$ cat src/rtl/addertree_stage3_acc.sv
// addertree_stage3_acc: resolves stage2 column bits (cols 3..19) and accumulates beats into one result per packet
// Ports: clk/reset (sync, active-high); in_valid/in_last/in_ready + i3..i19 column bits in;
// out_valid/out_ready handshake with out_data (packet sum), out_count (beats), out_overflow (sticky carry-out).
module addertree_stage3_acc #(
  parameter int ACC_W = 32,
  parameter int CNT_W = 8
) (
  input  logic             clk,
  input  logic             reset,
  input  logic             in_valid,
  input  logic             in_last,
  output logic             in_ready,
  input  logic             i19,
  input  logic [2:0]       i18,
  input  logic [2:0]       i17,
  input  logic [3:0]       i16,
  input  logic [3:0]       i15,
  input  logic [3:0]       i14,
  input  logic [3:0]       i13,
  input  logic [3:0]       i12,
  input  logic [3:0]       i11,
  input  logic [3:0]       i10,
  input  logic [3:0]       i9,
  input  logic [3:0]       i8,
  input  logic [3:0]       i7,
  input  logic [2:0]       i6,
  input  logic [2:0]       i5,
  input  logic [1:0]       i4,
  input  logic             i3,
  output logic             out_valid,
  input  logic             out_ready,
  output logic [ACC_W-1:0] out_data,
  output logic [CNT_W-1:0] out_count,
  output logic             out_overflow
);
  typedef enum logic [1:0] {IDLE, ACCUM, HOLD} state_t;
  state_t r_state, w_state_nxt;
  logic [3:0] w_col [3:19];
  logic [18:0] w_s;
  logic [ACC_W-1:0] w_v, r_sa_val, r_acc, w_acc_nxt, w_sum;
  logic [CNT_W-1:0] r_cnt, w_cnt_nxt;
  logic r_sa_valid, r_sa_last, r_ovf, w_ovf_nxt, w_carry, w_accept, w_load;
  assign w_col[3]  = {3'b0, i3};
  assign w_col[4]  = {2'b0, i4};
  assign w_col[5]  = {1'b0, i5};
  assign w_col[6]  = {1'b0, i6};
  assign w_col[7]  = i7;
  assign w_col[8]  = i8;
  assign w_col[9]  = i9;
  assign w_col[10] = i10;
  assign w_col[11] = i11;
  assign w_col[12] = i12;
  assign w_col[13] = i13;
  assign w_col[14] = i14;
  assign w_col[15] = i15;
  assign w_col[16] = i16;
  assign w_col[17] = {1'b0, i17};
  assign w_col[18] = {1'b0, i18};
  assign w_col[19] = {3'b0, i19};
  always_comb begin
    w_s = '0;
    for (int k = 3; k <= 19; k++)
      w_s = w_s + ((19'(w_col[k][0]) + 19'(w_col[k][1]) + 19'(w_col[k][2]) + 19'(w_col[k][3])) << (k - 3));
  end
  // column 3 carries weight 8 in the full product
  assign w_v = ACC_W'({w_s, 3'b000});
  // a queued last beat blocks intake so nothing follows it into stage A before the result drains
  assign in_ready = (r_state != HOLD) && !(r_sa_valid && r_sa_last);
  assign w_accept = in_valid && in_ready;
  assign {w_carry, w_sum} = {1'b0, r_acc} + {1'b0, r_sa_val};
  assign out_valid = r_state == HOLD;
  always_ff @(posedge clk) begin
    if (reset) begin
      r_sa_valid <= 1'b0;
      r_sa_val   <= '0;
      r_sa_last  <= 1'b0;
    end else begin
      r_sa_valid <= w_accept;
      if (w_accept) begin
        r_sa_val  <= w_v;
        r_sa_last <= in_last;
      end
    end
  end
  always_comb begin
    w_state_nxt = r_state;
    w_acc_nxt   = r_acc;
    w_cnt_nxt   = r_cnt;
    w_ovf_nxt   = r_ovf;
    if (r_state == HOLD) begin
      if (out_ready) begin
        w_state_nxt = IDLE;
        w_acc_nxt   = '0;
        w_cnt_nxt   = '0;
        w_ovf_nxt   = 1'b0;
      end
    end else if (r_sa_valid) begin
      w_acc_nxt   = (r_state == IDLE) ? r_sa_val : w_sum;
      w_cnt_nxt   = (r_state == IDLE) ? CNT_W'(1) : (&r_cnt ? r_cnt : r_cnt + CNT_W'(1));
      w_ovf_nxt   = (r_state == IDLE) ? 1'b0 : (r_ovf | w_carry);
      w_state_nxt = r_sa_last ? HOLD : ACCUM;
    end
  end
  assign w_load = (r_state != HOLD) && (w_state_nxt == HOLD);
  always_ff @(posedge clk) begin
    if (reset) begin
      r_state      <= IDLE;
      r_acc        <= '0;
      r_cnt        <= '0;
      r_ovf        <= 1'b0;
      out_data     <= '0;
      out_count    <= '0;
      out_overflow <= 1'b0;
    end else begin
      r_state <= w_state_nxt;
      r_acc   <= w_acc_nxt;
      r_cnt   <= w_cnt_nxt;
      r_ovf   <= w_ovf_nxt;
      if (w_load) begin
        out_data     <= w_acc_nxt;
        out_count    <= w_cnt_nxt;
        out_overflow <= w_ovf_nxt;
      end
    end
  end
endmodule

$ cat config.mk
export PLATFORM = sky130hd
export DESIGN_NAME = addertree_stage3_acc
export DESIGN_NICKNAME = d
export VERILOG_FILES = /design/src/rtl/addertree_stage3_acc.sv
export SDC_FILE = /design/constraint.sdc
export NUM_CORES = 1
export LEC_CHECK = 0
export BUFFER_PORTS_ARGS = -buffer_cell sky130_fd_sc_hd__buf_2
export CAP_MARGIN = 20
export CORE_MARGIN = 5
export CORE_UTILIZATION = 30
export CTS_CLUSTER_SIZE = 20
export DETAILED_ROUTE_END_ITERATION = 8
export GPL_ROUTABILITY_DRIVEN = 0
export GPL_TIMING_DRIVEN = 0
export PLACE_DENSITY = 0.45
export RECOVER_POWER = 25
export SLEW_MARGIN = 20
export SYNTH_ARGS = -nofsm -noshare
export SYNTH_HDL_FRONTEND = slang
export SYNTH_SLANG_ARGS = --single-unit
$ cat constraint.sdc
create_clock -name clk -period 9.78 [get_ports clk]
set_clock_uncertainty 0.2 [all_clocks]
set_input_delay 0.489 -clock clk [delete_from_list [all_inputs] [get_ports clk]]
set_output_delay 0.489 -clock clk [all_outputs]
set_load 0.02 [all_outputs]
==> results.py <==
metrics = {
    "finish": {
        "nets": 1178,
        "stdcell_area_um2": 8490,
        "layout-drive-gt1-share": 0.0922,
        "multi_input_area_um2": 4720,
        "areaGrowthSynthToFinish_pct": 16.0,
        "fillers": 2601,
        "ff_latch_area_um2": 2100,
        "antennaDiodeCount": 0,
    },
    "placement": {
        "io_buffers": 102,
        "hpwl_mm": 17.0,
        "dpl-instance-area_um2": 8240,
        "post-place-ws_ps": 5010,
    },
    "timing": {
        "rsz0062_at_grt": "no",
        "fmax_mhz": 230,
        "fin_ws_ps": 5440,
        "fin_crit_sh": 0.444,
        "max-slew-margin-rel": 0.373,
        "setup_tns_ps": 0,
        "slew_viol_final": 0,
        "post-route-min-period_ps": 4340,
        "hold_violations": 0,
        "tightestPinTransition_ps": 937,
        "finalSetupViolations": 0,
    },
    "clock_network": {
        "cts.sinks": 105,
        "cts_max_level": 3,
        "cts_setup_buffers": 0,
        "clk_latency_ps": 360,
        "numCtsBuffers": 9,
        "clk_path_buf_depth": 2,
        "cts_resized": 0,
        "hold_buffers": 0,
        "cts_tree": "done",
        "clk_transition_reported_paths_ps": 70,
        "root_buffer": "clkbuf_16",
    },
    "floorplanning": {
        "die-area_um2": 27600,
        "die_w_um": 166,
        "start_util": 0.303,
        "fp.dieH_um": 166,
        "ios": 104,
        "fp-row-count": 57,
        "core_area_um2": 24200,
    },
    "drt": {
        "wirelength_met1_mm": 10.9,
        "firstDrtPassIters": 5,
        "final_antenna_net_count": 0,
        "wl_per_cell_um": 16.7,
        "route.top_layer_used": "met4",
        "drc": 0,
        "met2_length_mm": 9.86,
        "vias": 6684,
        "vias_per_cell": 4.97,
        "met3_wirelength_mm": 1.26,
        "drtIter0Drc": 429,
        "wl_mm": 22.4,
    },
    "min_path": {
        "min_from": "in_last",
        "hold_class": "in2reg",
        "holdPathEnd": "r_sa_last",
        "min_path_cells": 3,
    },
    "pwr": {
        "peakVddDrop_v": 0.0000785,
        "finalPower_uw": 1430,
        "power_leakage_uw": 0.00377,
        "p_per_area_nw_per_um2": 169,
    },
    "yosys": {
        "synth_top_cell_area_share": 0.287,
        "synth_fa_ha_area_frac": 0.200,
        "synth_top_area_cell": "dfxtp_1",
        "synth-seq-cells": 105,
        "synth_top_family_by_area": "simple AND/OR/NAND/NOR gates",
        "ys_warn_count": 0,
        "synth_cells": 903,
        "syn_nets": 1065,
        "async_flop_share": 0,
        "synth_commonest_cells": "nor2_1 (109), dfxtp_1 (105), inv_1 (87)",
        "synth_simple_gate_area_share": 0.210,
        "muxShareOfSynthArea": 0.0127,
        "ys_seq_area_frac": 0.287,
        "synth_edf_count": 0,
        "synth_xor_area_frac": 0.0287,
        "synth_area_um2": 7320,
        "synth.area.top_cells": "dfxtp_1 (29%), ha_1 (13%), fa_1 (7.4%)",
        "syn_area_per_cell_um2": 8.10,
        "synthDistinctLibCells": 64,
        "synthFlopType": "dfxtp_1",
        "synth.most_common_cell": "nor2_1",
        "synth-compound-area-share": 0.194,
    },
    "worst_setup_path": {
        "end_kind": "flip-flop",
        "worstPathRequired_ps": 9830,
        "ff2ff_path_depth": 11,
        "rrSetupSlack_ps": 6410,
        "cp_max_fo": 3,
        "r2r_end": "out_data[25]",
        "cp_data_arrival_time_ps": 4400,
        "r2r_start": "r_sa_val[3]",
        "start_kind": "input port",
        "crit_type": "in2reg",
    },
    "global_routing": {
        "grt_pass1_wl_mm": 35.6,
        "grt_pass1_vias": 6486,
        "antenna_found_initial": 0,
        "track_usage": 0.160,
        "grt_start_max_net_pins": 17,
        "overflow": 0,
    },
    "job": {
        "max-cap-violations": 0,
    },
    "outcome": {
        "status": "complete, no violations",
    },
}
[cell usage in the layout, fill, tap and decap left out, types with 27 or more instances in the layout]
cell type / count
clkbuf_1: 77
buf_2: 65
inv_1: 87
a21oi_1: 67
ha_1: 74
nand2_1: 78
nor2_1: 109
nor3_1: 33
dfxtp_1: 105
fa_1: 27
[state kept, by name (all words and copies together), names as in the netlist]
name and flops:
out_overflow 1, r_cnt 8, r_ovf 1, out_count 8, r_sa_last 1, r_state 2, r_sa_valid 1, out_data 32
r_sa_val 19, r_acc 32
[where the power goes]
group / internal, uW / switching (uW) / total [uW]
Clock: 205 / 171 / 376
Combinational: 232 / 324 / 556
Sequential: 461 / 37.9 / 499
Total: 898 / 533 / 1430
[stage by stage]
step                      hold slack [ps]  utilization  std cells
after floorplan                       231            -        903
after global placement                240        0.341       1329
after detailed placement              246        0.341       1329
after CTS                             169        0.353       1344
after global routing                  183        0.351       1344
final                                 179        0.351       1344
[final cells by class]
class	instances	area share
clock buffer	11	0.0286
timing repair buffer	102	0.0547
clock inverter	4	0.00634
buffer	43	0.0190
sequential	105	0.248
inverter	89	0.0394
tap	324	0.0478
multi-input combinational	666	0.557
[worst max-delay path by stage]
stage	slack, ps	from	end
floorplan	5490	i7[0]	r_sa_val[17]
global placement	4990	i7[0]	r_sa_val[17]
detailed placement	5010	i7[0]	r_sa_val[17]
CTS	5380	i7[0]	r_sa_val[17]
global route	5200	i7[0]	r_sa_val[19]
finish	5440	i7[0]	r_sa_val[17]
[kinds of logic after synthesis]
logic type | after synthesis
xor gates and xnor gates | 24
muxes | 9
and+or+nand+nor | 322
DFF | 105
adders and majority gates | 101
buffers and inverters | 132
AOI/OAI and AO/OA | 210
[critical path, stage by stage]
cell,delay (ps)
buf_2,70
inv_1,40
fa_1,530
inv_1,40
ha_1,170
ha_1,270
ha_1,300
ha_1,350
fa_1,460
a21o_1,190
a21o_1,200
a2111oi_0,580
or3_1,240
nand2_1,50
nor2_1,140
xnor2_1,100
a21o_1,160
[metal layers]
metal,GRT usage,vias up
li1,-,3380
met1,0.223,3100
met2,0.254,180
met3,0.0240,24
met4,0.0545,0
met5,0,-
No activity file was read; power rests on OpenSTA's default activity.
